<file path="config.mk">
export PLATFORM = sky130hd
export DESIGN_NAME = spi_slave_mw
export DESIGN_NICKNAME = d
export VERILOG_FILES = /design/src/rtl/spi_pkg.sv /design/src/rtl/sync_fifo.sv /design/src/rtl/spi_slave_mw.sv
export SDC_FILE = /design/constraint.sdc
export NUM_CORES = 1
export LEC_CHECK = 0
export BUFFER_PORTS_ARGS = -buffer_cell sky130_fd_sc_hd__buf_2
export CORE_MARGIN = 3
export CORE_UTILIZATION = 66
export CTS_BUF_LIST = sky130_fd_sc_hd__clkbuf_4 sky130_fd_sc_hd__clkbuf_8 sky130_fd_sc_hd__clkbuf_16
export DETAILED_ROUTE_END_ITERATION = 8
export GPL_TIMING_DRIVEN = 0
export PLACE_DENSITY_LB_ADDON = 0.15
export SYNTH_ARGS = -nofsm -noshare
export SYNTH_HDL_FRONTEND = slang
export SYNTH_SLANG_ARGS = --single-unit
</file>
<file path="constraint.sdc">
create_clock -name clk -period 6.4 [get_ports clk]
set_input_delay 0.32 -clock clk [delete_from_list [all_inputs] [get_ports clk]]
set_output_delay 0.32 -clock clk [all_outputs]
set_load 0.02 [all_outputs]
</file>
<file path="src/rtl/spi_pkg.sv">
// Shared encodings for the multi-width SPI slave: SPI modes, status flag
// positions and the frame FSM states.
package spi_pkg;

  // Encoded as {cpol, cpha}.
  typedef enum logic [1:0] {
    MODE0 = 2'b00,
    MODE1 = 2'b01,
    MODE2 = 2'b10,
    MODE3 = 2'b11
  } spi_mode_e;

  localparam int unsigned ST_RX_OVF = 0;
  localparam int unsigned ST_TX_UDF = 1;
  localparam int unsigned ST_FRAME  = 2;

  typedef enum logic [1:0] {
    StIdle,
    StLoad,
    StActive
  } spi_state_e;

endpackage

</file>
<file path="src/rtl/sync_fifo.sv">
// Synchronous first-word-fall-through FIFO with occupancy output. A write
// while full is accepted only if a read pops an entry in the same cycle.
module sync_fifo #(
  parameter int unsigned DATA_W = 8,
  parameter int unsigned DEPTH  = 16
) (
  input  logic                       clk,
  input  logic                       rst,
  input  logic                       wr_en,
  input  logic [DATA_W-1:0]          wr_data,
  output logic                       full,
  input  logic                       rd_en,
  output logic [DATA_W-1:0]          rd_data,
  output logic                       empty,
  output logic [$clog2(DEPTH+1)-1:0] level
);

  localparam int unsigned AW = $clog2(DEPTH);

  logic [AW:0]       wr_ptr_q, wr_ptr_d, rd_ptr_q, rd_ptr_d;
  logic [DATA_W-1:0] mem_q [DEPTH];
  logic              wr_ok, rd_ok;

  assign empty   = (wr_ptr_q == rd_ptr_q);
  assign full    = ((wr_ptr_q ^ rd_ptr_q) == {1'b1, {AW{1'b0}}});
  assign rd_ok   = rd_en & ~empty;
  assign wr_ok   = wr_en & (~full | rd_ok);
  assign rd_data = empty ? '0 : mem_q[rd_ptr_q[AW-1:0]];
  assign level   = wr_ptr_q - rd_ptr_q;

  always_comb begin
    wr_ptr_d = wr_ptr_q + {{AW{1'b0}}, wr_ok};
    rd_ptr_d = rd_ptr_q + {{AW{1'b0}}, rd_ok};
  end

  always_ff @(posedge clk) begin
    if (rst) begin
      wr_ptr_q <= '0;
      rd_ptr_q <= '0;
    end else begin
      wr_ptr_q <= wr_ptr_d;
      rd_ptr_q <= rd_ptr_d;
    end
  end

  always_ff @(posedge clk) begin
    if (wr_ok) mem_q[wr_ptr_q[AW-1:0]] <= wr_data;
  end

endmodule

</file>
<file path="src/rtl/spi_slave_mw.sv">
// SPI slave with run-time mode/bit order, oversampled in the clk domain,
// exchanging words with the host through TX and RX FIFOs.
module spi_slave_mw import spi_pkg::*; #(
  parameter int unsigned       DATA_W      = 8,
  parameter int unsigned       FIFO_DEPTH  = 16,
  parameter logic [DATA_W-1:0] IDLE_WORD   = '0,
  parameter int unsigned       SYNC_STAGES = 2
) (
  input  logic                            clk,
  input  logic                            rst,
  input  logic                            sclk,
  input  logic                            cs,
  input  logic                            mosi,
  output logic                            miso,
  output logic                            miso_oe,
  input  logic                            cfg_cpol,
  input  logic                            cfg_cpha,
  input  logic                            cfg_lsb_first,
  input  logic [DATA_W-1:0]               tx_data,
  input  logic                            tx_wr_en,
  output logic                            tx_full,
  output logic [$clog2(FIFO_DEPTH+1)-1:0] tx_level,
  output logic [DATA_W-1:0]               rx_data,
  input  logic                            rx_rd_en,
  output logic                            rx_empty,
  output logic [$clog2(FIFO_DEPTH+1)-1:0] rx_level,
  output logic [2:0]                      status,
  input  logic [2:0]                      status_clr
);

  localparam int unsigned     CntW    = $clog2(DATA_W + 1);
  localparam logic [CntW-1:0] LastBit = CntW'(DATA_W - 1);
  localparam logic [CntW-1:0] AllBits = CntW'(DATA_W);

  logic [SYNC_STAGES-1:0] sclk_sync_q, sclk_sync_d, cs_sync_q, cs_sync_d;
  logic [SYNC_STAGES-1:0] mosi_sync_q, mosi_sync_d, vld_q, vld_d;
  logic                   sclk_prev_q, sclk_prev_d, cs_prev_q, cs_prev_d, armed_q, armed_d;
  spi_state_e             state_q, state_d;
  spi_mode_e              mode_q, mode_d;
  logic                   lsb_q, lsb_d, rx_push_q, rx_push_d, miso_q, miso_d;
  logic                   oe_q, oe_d, udf_pend_q, udf_pend_d;
  logic [CntW-1:0]        bit_cnt_q, bit_cnt_d, tx_cnt_q, tx_cnt_d;
  logic [DATA_W-1:0]      tx_sh_q, tx_sh_d, rx_sh_q, rx_sh_d;
  logic [2:0]             status_q, status_d, set_vec;

  logic              sclk_s, cs_s, mosi_s, vld_s, cpol, cpha;
  logic              lead, trail, smp, shf, cs_fall, cs_rise;
  logic              load_req, tx_empty, rx_full;
  logic [DATA_W-1:0] tx_head, tx_word;

  function automatic logic first_bit(logic [DATA_W-1:0] w, logic lsb);
    return lsb ? w[0] : w[DATA_W-1];
  endfunction

  function automatic logic [DATA_W-1:0] shift_out(logic [DATA_W-1:0] w, logic lsb);
    return lsb ? (w >> 1) : (w << 1);
  endfunction

  assign sclk_s  = sclk_sync_q[SYNC_STAGES-1];
  assign cs_s    = cs_sync_q[SYNC_STAGES-1];
  assign mosi_s  = mosi_sync_q[SYNC_STAGES-1];
  assign vld_s   = vld_q[SYNC_STAGES-1];
  assign cpol    = mode_q[1];
  assign cpha    = mode_q[0];
  assign lead    = (sclk_s != sclk_prev_q) && (sclk_prev_q == cpol);
  assign trail   = (sclk_s != sclk_prev_q) && (sclk_s == cpol);
  assign smp     = cpha ? trail : lead;
  assign shf     = cpha ? lead : trail;
  // Only a falling edge of a cs level genuinely seen high after reset starts a frame.
  assign cs_fall = armed_q & cs_prev_q & ~cs_s;
  assign cs_rise = ~cs_prev_q & cs_s;
  assign tx_word = tx_empty ? IDLE_WORD : tx_head;

  always_comb begin
    sclk_sync_d = {sclk_sync_q[SYNC_STAGES-2:0], sclk};
    cs_sync_d   = {cs_sync_q[SYNC_STAGES-2:0], cs};
    mosi_sync_d = {mosi_sync_q[SYNC_STAGES-2:0], mosi};
    vld_d       = {vld_q[SYNC_STAGES-2:0], 1'b1};
    sclk_prev_d = sclk_s;
    cs_prev_d   = cs_s;
    armed_d     = armed_q | (vld_s & cs_s);
    state_d     = state_q;
    mode_d      = mode_q;
    lsb_d       = lsb_q;
    bit_cnt_d   = bit_cnt_q;
    tx_cnt_d    = tx_cnt_q;
    tx_sh_d     = tx_sh_q;
    rx_sh_d     = rx_sh_q;
    rx_push_d   = 1'b0;
    miso_d      = miso_q;
    udf_pend_d  = udf_pend_q;
    load_req    = 1'b0;
    set_vec     = '0;

    unique case (state_q)
      StIdle: begin
        if (cs_fall) begin
          state_d   = StLoad;
          mode_d    = spi_mode_e'({cfg_cpol, cfg_cpha});
          lsb_d     = cfg_lsb_first;
          bit_cnt_d = '0;
        end
      end
      StLoad: begin
        load_req            = 1'b1;
        set_vec[ST_TX_UDF]  = tx_empty;
        udf_pend_d          = 1'b0;
        state_d             = StActive;
        if (cpha) begin
          tx_sh_d  = tx_word;
          tx_cnt_d = '0;
        end else begin
          miso_d   = first_bit(tx_word, lsb_q);
          tx_sh_d  = shift_out(tx_word, lsb_q);
          tx_cnt_d = CntW'(1);
        end
      end
      StActive: begin
        if (smp) begin
          rx_sh_d = lsb_q ? {mosi_s, rx_sh_q[DATA_W-1:1]} : {rx_sh_q[DATA_W-2:0], mosi_s};
          // An idle word fetched mid-frame only counts as underflow once it is exchanged.
          set_vec[ST_TX_UDF] = udf_pend_q;
          udf_pend_d         = 1'b0;
          if (bit_cnt_q == LastBit) begin
            bit_cnt_d = '0;
            rx_push_d = 1'b1;
          end else begin
            bit_cnt_d = bit_cnt_q + CntW'(1);
          end
        end
        if (shf) begin
          if (tx_cnt_q == AllBits) begin
            load_req   = 1'b1;
            udf_pend_d = tx_empty;
            miso_d     = first_bit(tx_word, lsb_q);
            tx_sh_d    = shift_out(tx_word, lsb_q);
            tx_cnt_d   = CntW'(1);
          end else begin
            miso_d   = first_bit(tx_sh_q, lsb_q);
            tx_sh_d  = shift_out(tx_sh_q, lsb_q);
            tx_cnt_d = tx_cnt_q + CntW'(1);
          end
        end
      end
      default: state_d = StIdle;
    endcase

    if ((state_q != StIdle) && cs_rise) begin
      state_d           = StIdle;
      set_vec[ST_FRAME] = (bit_cnt_q != '0);
      bit_cnt_d         = '0;
      udf_pend_d        = 1'b0;
      miso_d            = 1'b0;
    end

    set_vec[ST_RX_OVF] = rx_push_q & rx_full & ~rx_rd_en;
    status_d           = (status_q & ~status_clr) | set_vec;
    oe_d               = (state_d != StIdle);
  end

  always_ff @(posedge clk) begin
    if (rst) begin
      sclk_sync_q <= {SYNC_STAGES{cfg_cpol}};
      cs_sync_q   <= '1;
      mosi_sync_q <= '0;
      vld_q       <= '0;
      sclk_prev_q <= cfg_cpol;
      cs_prev_q   <= 1'b1;
      armed_q     <= 1'b0;
      state_q     <= StIdle;
      mode_q      <= MODE0;
      lsb_q       <= 1'b0;
      bit_cnt_q   <= '0;
      tx_cnt_q    <= '0;
      tx_sh_q     <= '0;
      rx_sh_q     <= '0;
      rx_push_q   <= 1'b0;
      miso_q      <= 1'b0;
      oe_q        <= 1'b0;
      udf_pend_q  <= 1'b0;
      status_q    <= '0;
    end else begin
      sclk_sync_q <= sclk_sync_d;
      cs_sync_q   <= cs_sync_d;
      mosi_sync_q <= mosi_sync_d;
      vld_q       <= vld_d;
      sclk_prev_q <= sclk_prev_d;
      cs_prev_q   <= cs_prev_d;
      armed_q     <= armed_d;
      state_q     <= state_d;
      mode_q      <= mode_d;
      lsb_q       <= lsb_d;
      bit_cnt_q   <= bit_cnt_d;
      tx_cnt_q    <= tx_cnt_d;
      tx_sh_q     <= tx_sh_d;
      rx_sh_q     <= rx_sh_d;
      rx_push_q   <= rx_push_d;
      miso_q      <= miso_d;
      oe_q        <= oe_d;
      udf_pend_q  <= udf_pend_d;
      status_q    <= status_d;
    end
  end

  assign miso    = miso_q;
  assign miso_oe = oe_q;
  assign status  = status_q;

  sync_fifo #(
    .DATA_W (DATA_W),
    .DEPTH  (FIFO_DEPTH)
  ) u_tx_fifo (
    .clk     (clk),
    .rst     (rst),
    .wr_en   (tx_wr_en),
    .wr_data (tx_data),
    .full    (tx_full),
    .rd_en   (load_req & ~tx_empty),
    .rd_data (tx_head),
    .empty   (tx_empty),
    .level   (tx_level)
  );

  sync_fifo #(
    .DATA_W (DATA_W),
    .DEPTH  (FIFO_DEPTH)
  ) u_rx_fifo (
    .clk     (clk),
    .rst     (rst),
    .wr_en   (rx_push_q),
    .wr_data (rx_sh_q),
    .full    (rx_full),
    .rd_en   (rx_rd_en),
    .rd_data (rx_data),
    .empty   (rx_empty),
    .level   (rx_level)
  );

endmodule

</file>
==> impl_metrics.tcl, run 1 <==
set metrics [dict create \
    crit_type "register to register" \
    die_y_um 149 \
    fin_skew_ps 10.1 \
    design_area_um2 15200 \
    fin_nets 954 \
    ctsLongestPathBuffers 3 \
    cts_root_buffer "clkbuf_16" \
    cp-end-kind "register" \
    gr-total-overflow 0 \
    post_cts_buffers 0 \
    antenna_found_initial 0 \
    finalSetupViolations 0 \
    grtUsageMet3_pct 6.65 \
    max_stage_delay_ps 910 \
    syn_area_um2 13500 \
    synthArstFlopShare_pct 0 \
    fmaxAchievable_mhz 230 \
    core_um2 19800 \
    clock_latency_ps 550 \
    place_inst 1136 \
    io_pins 46 \
    gp_congestion 0.878 \
    finalPower_uw 4280 \
    tns_ps 0 \
    busiest_layer "met2" \
    clk_pin_slew_ps 60 \
    cts_tree "built" \
    grt_pass1_vias 8167 \
    maxSlewViolCount 0 \
    relSlewSlack_pct 17.3 \
    multiInputGateArea_um2 4210 \
    die_w_um 149 \
    finalWirelength_mm 30.6 \
    gr-usage-met1_pct 40.5 \
    grt_util_met2_pct 46.4 \
    routedWlPerCell_um 25.6 \
    h-tree-depth 1 \
    via_per_inst 6.50 \
    vias 7767 \
    dieArea_um2 22200 \
    cellLeakagePower_uw 0.00515 \
    final_layout_size_suffix_gt1_share_pct 23.0 \
    fin_crit_sh_pct 67.9 \
    clock-sinks 323 \
    synthCells 825 \
    dpl.hpwl_mm 19.4 \
    hold_violations 0 \
    critical_path_peak_fanout 10 \
    arrival_ps 4510 \
    syn-num-nets 872 \
    initialDrtViolationCount 737 \
    rsz0062_at_grt "false" \
    numCtsBuffers 31 \
    worst_pin_slew_ps 1230 \
    hold_path_class "input pin to register" \
    status "completed" \
    ys_seq_elements 323 \
    fill_cells 1109 \
    port_buffers 45 \
    whs_ps 27.9 \
    synth_edf_count 256 \
    cpMaxStageDelayCell "nor3_1" \
    ir_drop_v 0.000324 \
    maxCapViolations 0 \
    critPathLaunchType "register" \
    worstPathCellList "clkbuf_1 > clkbuf_1 > inv_1 > ha_1 > nand4_1 > nor3_1 > nor2b_1 > or3b_2 > nor3_1" \
    grt_pass1_wl_mm 47.9 \
    area_growth_pct 12.4 \
    ys_types 59 \
    ctsResizeCount 0 \
    final_antenna_net_count 0 \
    critical_path_required_ps 6560 \
    yosysSeqAreaShare_pct 66.8 \
    initial_core_util_pct 68.3 \
    stdcell_count 1195 \
    power.density_nw_per_um2 282 \
    grtUsageTotal_pct 28.6 \
    yosysWarnings 0 \
    firstDrtPassIters 5 \
    avgSynthCellArea_um2 16.4 \
    num_rows 51 \
    period_needed_ps 4350 \
    diodes 0 \
    ys.flop_type "edfxtp_1" \
    regArea_um2 9030 \
    post-route-drc-count 0 \
    place_area_um2 14100 \
    grt_max_degree 20 \
]
## Yosys cell counts (17+ instances only)
library cell	instances	area share, %
edfxtp_1	256	57
mux4_2	72	12
nor2_1	72	2.0
dfxtp_1	67	9.9
inv_1	30	0.83
mux2i_1	28	2.1
nor2b_1	27	1.2
ha_1	24	2.2
nand2_1	23	0.64
clkbuf_1	22	0.61
mux2_2	17	1.4
## path summary, 6_finish.rpt
| path | startpoint | end | slack, ps | cells past startpoint |
|---|---|---|---|---|
| setup / recovery | u_rx_fifo.rd_ptr_q[1] | u_rx_fifo.mem_q[0][0] | 2050 | 9 |
| hold / removal | cfg_cpol | sclk_prev_q | 30 | 3 |
| setup reg to reg | u_rx_fifo.rd_ptr_q[1] | u_rx_fifo.mem_q[0][0] | 2050 | 9 |
| hold reg to reg | cs_sync_q[0] | cs_sync_q[1] | 420 | 1 |
## per-stage QoR
stage               util, %  worst slack [ps]
finish                 76.8              2050
global route           76.8              1770
CTS                    76.7              2070
detailed placement     71.2              2220
global placement       71.1              2270
floorplan                 -              3210
## cells by family (layout without fill, tap and decap cells)
logic type      count (synthesis)  count (layout)  synth area share, %
compound gates                 83              83                 4.54
xor+xnor                       23              23                 1.49
buf+inv                        69             174                 2.17
simple gates                  182             182                 6.61
flops                         323             323                 66.8
fa+ha+maj                      26              26                 2.52
mux                           119             119                 15.9
## final cells by class
type,instances,area share [%]
buffer,36,1.11
clock buffer,39,6.08
clock inverter,17,0.939
inverter,33,0.815
multi-input combinational,433,27.7
sequential,323,59.4
tap,265,2.18
timing repair buffer,49,1.73
## worst max-delay path: cells and delay by family (launching register included)
kind	cells	cell delay (ps)
simple gates	5	2020
buf+inv	3	1180
flops	1	390
fa+ha+maj	1	370
## routing by layer
layer | share of wire [%] | up-vias
met1 | 39 | 3924
met5 | 0 | -
met4 | 2.2 | 0
met2 | 50 | 401
li1 | - | 3381
met3 | 8.9 | 61
## state kept, by name, indices dropped and copies added, names as in the netlist, 2 cells and up
signal / flops
state_q: 2
u_rx_fifo.mem_q: 128
tx_cnt_q: 4
tx_sh_q: 8
vld_q: 2
status: 3
cs_sync_q: 2
sclk_sync_q: 2
u_tx_fifo.mem_q: 128
bit_cnt_q: 4
mosi_sync_q: 2
mode_q: 2
u_rx_fifo.wr_ptr_q: 5
u_tx_fifo.wr_ptr_q: 5
u_tx_fifo.rd_ptr_q: 5
u_rx_fifo.rd_ptr_q: 5
rx_sh_q: 8
## power breakdown
group / total [µW] / switching, µW / internal (µW) / leakage, µW
clock: 1870 / 768 / 1100 / 0.000527
sequential: 2280 / 13.9 / 2270 / 0.00288
combinational: 129 / 83.2 / 46.1 / 0.00174
total: 4280 / 865 / 3420 / 0.00515
## cell usage in the layout (no fill, tap or decap), types with 5 or more instances in the layout
master     Yosys  layout
edfxtp_1     256     256
nor2_1        72      72
mux4_2        72      72
dfxtp_1       67      67
buf_2          6      51
clkbuf_16      0      35
inv_1         30      31
mux2i_1       28      28
nor2b_1       27      27
ha_1          24      24
nand2_1       23      23
clkbuf_1      22      22
mux2_2        17      17
xnor2_1       16      16
a21oi_1       16      16
a211oi_1      16      16
nand3_1       13      13
nor3_1        13       9
xor2_1         7       7
a21o_1         7       7
nand3b_1       6       6
clkinv_1       0       6
o21ai_0        5       5
o21a_1         5       5
or2_2          5       5
## repair_timing
item,in CTS,in global routing
endpoints found under the setup margin,0,0
hold endpoints to repair,3,0
hold buffers,3,0
(Power assumes the default switching activity.)
==> run 2: changes to the inputs <==
Settings changed: CORE_UTILIZATION 66 to 56.
Clock period 6.4 ns to 3.9 ns, I/O delays scaled along.
==> run 2 against run 1 <==
Sequential share of layout area is 0.80 points lower. Clock skew is 2.1 ps higher. Combinational power is 62% higher. Via count is 5.2% lower. Worst setup slack worse by 1800 ps. Die area is 17% higher. Wire length is 11% lower. Global-route usage is 6.8 points lower. Worst hold slack better by 7.9 ps. Critical endpoint is now u_tx_fifo.mem_q[3][5]. Largest cell class unchanged. Largest power group unchanged.
==> impl_metrics.tcl, run 2 (same netlist as run 1, synthesis figures left out) <==
set metrics [dict create \
    reg2reg_from "u_tx_fifo.rd_ptr_q[1]" \
    numCtsBuffers 34 \
    cellLeakagePower_uw 0.00522 \
    fin_nets 963 \
    dpl.hpwl_mm 18.8 \
    final_util_pct 65.2 \
    cp-end-kind "register" \
    fin_skew_ps 12.2 \
    rsz0062_at_grt "false" \
    grt_util_met2_pct 38.6 \
    post_cts_buffers 0 \
    grt_pass1_vias 8016 \
    critical_path_required_ps 4040 \
    gp_congestion 0.859 \
    antenna_found_initial 0 \
    hold_path_class "input pin to register" \
    fmaxAchievable_mhz 277 \
    startpoint "u_tx_fifo.rd_ptr_q[1]" \
    cts_root_buffer "clkbuf_16" \
    initial_core_util_pct 57.2 \
    final_common_cell "edfxtp_1" \
    gr-total-overflow 0 \
    busiest_layer "met2" \
    rr_worst_depth 10 \
    grtUsageTotal_pct 21.8 \
    crit_type "register to register" \
    final_antenna_net_count 0 \
    die_y_um 161 \
    worst_pin_slew_ps 975 \
    cts_tree "built" \
    final_layout_size_suffix_gt1_share_pct 24.7 \
    finalPower_uw 7140 \
    hold_violations 0 \
    ir_drop_v 0.000449 \
    firstDrtPassIters 5 \
    r2r_slack_ps 290 \
    routedWlPerCell_um 21.7 \
    diodes 0 \
    relSlewSlack_pct 34.8 \
    vias 7361 \
    critPathLaunchType "register" \
    post-route-drc-count 0 \
    rr_endpoint "u_tx_fifo.mem_q[3][5]" \
    grt_pass1_wl_mm 44.1 \
    initialDrtViolationCount 542 \
    clock-sinks 323 \
    mostFrequentLayoutCells "256 x edfxtp_1, 72 x mux4_2, 67 x dfxtp_1" \
    die_w_um 161 \
    maxSlewViolCount 0 \
    gr-usage-met1_pct 28.4 \
    dieArea_um2 26000 \
    port_buffers 45 \
    tns_ps 0 \
    via_per_inst 5.85 \
    power.density_nw_per_um2 464 \
    whs_ps 35.7 \
    ctsLongestPathBuffers 3 \
    place_inst 1191 \
    fin_crit_sh_pct 92.5 \
    area_growth_pct 14.0 \
    num_rows 56 \
    arrival_ps 3740 \
    finalWirelength_mm 27.3 \
    grtUsageMet3_pct 3.23 \
    clk_pin_slew_ps 60 \
    status "completed" \
    finalSetupViolations 0 \
    h-tree-depth 2 \
    critical_path_peak_fanout 10 \
    io_pins 46 \
    grt_max_degree 20 \
    period_needed_ps 3610 \
    core_um2 23600 \
    stdcell_count 1258 \
    critPathCapture "u_tx_fifo.mem_q[3][5]" \
    clock_latency_ps 510 \
    maxCapViolations 0 \
]
-- run 2: per-stage QoR --
stage                     instance area (µm²)  worst slack (ps)
final                                   15400               294
after global routing                    15400              86.7
after CTS                               15400              3.21
after detailed placement                14100              -310
after global placement                  14100              -287
after floorplan                         13500               707
-- run 2: worst max-delay path, stage by stage, from the launching register on --
cell and delay (ps):
dfxtp_1 420, buf_2 250, buf_2 290, buf_2 320, inv_1 90, ha_1 340, nand4_1 160, o31a_1 160
a31o_2 170, or3b_2 550, nor2_2 480
-- run 2: worst min path at each step --
stage	start	to	slack [ps]	cells past startpoint
after floorplan	tx_data[0]	u_tx_fifo.mem_q[0][0]	290	0
after global placement	cs	cs_sync_q[0]	380	2
after detailed placement	cs	cs_sync_q[0]	380	2
after CTS	status_clr[2]	status[2]	1	4
after global routing	tx_data[6]	u_tx_fifo.mem_q[0][6]	70	1
final	rst	bit_cnt_q[3]	40	3
-- run 2: area by class of cell --
cell class,count,area (µm²)
plain buffers,36,170
clock buffers,43,942
clock inverters,16,170
fillers,1682,8210
inverters,33,124
multi-input cells,433,4250
flip-flops and latches,323,9030
well taps,319,399
repair buffers,55,315
-- run 2: metal layers --
| layer | wire length (µm) | share of wire (%) |
|---|---|---|
| met5 | 0 | 0 |
| met4 | 643 | 2.4 |
| met3 | 1130 | 4.1 |
| met2 | 14500 | 53 |
| met1 | 11000 | 40 |
-- run 2: timing repair --
item,CTS,global route
hold buffers,8,0
endpoints found under the setup margin,40,104
hold endpoints to repair,10,0
resized for setup,5,12
pin swaps,0,0
-- run 2: power by group --
part | switching (µW) | total [µW] | leakage (µW) | internal (µW)
Clock | 1270 | 3190 | 0.000561 | 1920
Sequential | 19.4 | 3740 | 0.00288 | 3730
Combinational | 130 | 209 | 0.00177 | 79.5
==> run 3: changes to the inputs <==
Settings changed: RECOVER_POWER set to 100.
==> run 3 against run 2 <==
Wire length increased by 0.18%. Cell area decreased by 0.37%. Count of clock-buffer cells in the layout unchanged. Power about the same. Non-clock buffer count unchanged. Worst hold slack improved by 5.5 ps. Sequential power about the same. Die area unchanged. Cell count unchanged. Critical path type unchanged. Largest cell class unchanged.
==> impl_metrics.tcl, run 3 (same netlist as run 1, synthesis figures left out) <==
set metrics [dict create \
    status "completed" \
    io_pins 46 \
    maxCapViolations 0 \
    cellInternalPower_uw 5720 \
    critical_path_required_ps 4030 \
    initial_core_util_pct 57.2 \
    vias 7390 \
    initialDrtViolationCount 521 \
    fmaxAchievable_mhz 276 \
    firstDrtPassIters 5 \
    final_layout_size_suffix_gt1_share_pct 20.9 \
    grt_pass1_wl_mm 44.1 \
    crit_type "register to register" \
    die_y_um 161 \
    tns_ps 0 \
    grt_pass1_vias 8016 \
    fin_crit_sh_pct 92.7 \
    area_growth_pct 13.6 \
    rr_worst_depth 10 \
    power.density_nw_per_um2 465 \
    finalSetupViolations 0 \
    hold_path_class "input pin to register" \
    finalWirelength_mm 27.4 \
    clock_latency_ps 510 \
    design_area_um2 15300 \
    final_common_cell "edfxtp_1" \
    r2r_slack_ps 280 \
    port_buffers 45 \
    ctsLongestPathBuffers 3 \
    p_comb_share_pct 2.9 \
    core_um2 23600 \
    final_antenna_net_count 0 \
    fin_skew_ps 12.4 \
    worstHoldStart "status_clr[2]" \
    cellLeakagePower_uw 0.00509 \
    place_inst 1191 \
    pwr-share-seq_pct 52.5 \
    rr_endpoint "u_tx_fifo.mem_q[3][5]" \
    fill_cells 1711 \
    rsz0062_at_grt "false" \
    period_needed_ps 3620 \
    min_to "status[2]" \
    h-tree-depth 2 \
    clk_pin_slew_ps 60 \
    ir_drop_v 0.000446 \
    diodes 0 \
    antenna_found_initial 0 \
    gp_congestion 0.859 \
    relSlewSlack_pct 39.0 \
    reg2reg_from "u_tx_fifo.rd_ptr_q[1]" \
    mostFrequentLayoutCells "256 x edfxtp_1, 72 x mux4_2, 67 x dfxtp_1" \
    grtUsageTotal_pct 21.8 \
    dieArea_um2 26000 \
    numCtsBuffers 34 \
    power_switching_uw 1420 \
    hold_depth 4 \
    post-route-drc-count 0 \
    critPathLaunchType "register" \
    dpl.hpwl_mm 18.8 \
    cts_tree "built" \
    grt_max_degree 20 \
    hold_violations 0 \
    routedWlPerCell_um 21.8 \
    clock-sinks 323 \
    worst_pin_slew_ps 912 \
    gr-total-overflow 0 \
    critical_path_peak_fanout 10 \
    stdcell_count 1258 \
    fin_nets 963 \
    maxSlewViolCount 0 \
    die_w_um 161 \
    cts_root_buffer "clkbuf_16" \
    netSwitchingFraction_pct 19.9 \
    arrival_ps 3750 \
    p_clk_share_pct 44.7 \
    via_per_inst 5.87 \
    post_cts_buffers 0 \
    cp-end-kind "register" \
    place_area_um2 14100 \
    num_rows 56 \
]
==> run 3: critical path: stages (launching register included) <==
cell and delay [ps]:
dfxtp_1 420, buf_2 250, buf_2 290, buf_2 320, inv_1 90, ha_1 340
nand4_1 160, o31a_1 160, a31o_2 170, or3b_2 550, nor2_2 490
==> run 3: how the worst max path moves through the flow <==
stage,start,end,slack [ps],cells past startpoint
finish,u_tx_fifo.rd_ptr_q[1],u_tx_fifo.mem_q[3][5],280,10
global route,u_rx_fifo.rd_ptr_q[1],u_rx_fifo.mem_q[0][7],60,9
CTS,u_rx_fifo.rd_ptr_q[1],u_rx_fifo.mem_q[12][0],3,9
detailed placement,u_rx_fifo.rd_ptr_q[1],u_rx_fifo.mem_q[0][2],-310,9
global placement,u_tx_fifo.rd_ptr_q[1],u_tx_fifo.mem_q[0][7],-290,10
floorplan,u_rx_fifo.rd_ptr_q[1],u_rx_fifo.mem_q[0][0],710,9
==> run 3: per-layer routing <==
layer | share of wire, % | vias up | global-route usage (%) | wire [µm]
met2 | 53 | 182 | 38.6 | 14500
met1 | 40 | 3772 | 28.4 | 11100
li1 | - | 3390 | - | -
met3 | 4.2 | 46 | 3.23 | 1150
met4 | 2.3 | 0 | 6.34 | 641
met5 | 0 | - | 0 | 0
==> run 3: layout make-up <==
cell class | count | area [µm²] | share of cell area, %
Buffer | 36 | 170 | 1.11
Timing Repair Buffer | 55 | 274 | 1.79
Clock inverter | 16 | 170 | 1.11
Clock buffer | 43 | 942 | 6.14
Inverter | 33 | 124 | 0.807
Sequential cell | 323 | 9030 | 58.8
Multi-Input combinational cell | 433 | 4240 | 27.6
Tap cell | 319 | 399 | 2.60
==> run 3: stage by stage <==
| stage | setup WS [ps] | total power (µW) | util (%) | hold slack [ps] |
|---|---|---|---|---|
| after floorplan | 707 | 3940 | - | 294 |
| final | 283 | 7140 | 65.0 | 41.2 |
| after detailed placement | -310 | 4020 | 59.9 | 382 |
| after global routing | 58.5 | 7350 | 65.0 | 96.5 |
| after global placement | -287 | 4010 | 59.9 | 379 |
| after CTS | 3.21 | 7190 | 65.1 | 1.28 |
==> run 3: timing repair <==
item / in CTS / in global routing
setup endpoints to repair: 40 / 104
hold buffers: 8 / 0
gates resized for setup: 5 / 12
pin swaps: 0 / 0
hold endpoints to repair: 10 / 0
==> run 3: power groups by stage <==
stage               Combinational [µW]  Clock [µW]  Sequential [µW]
floorplan                          125           0             3810
global placement                   192           0             3810
detailed placement                 198           0             3820
CTS                                206        3240             3740
global route                       227        3380             3750
finish                             206        3190             3750
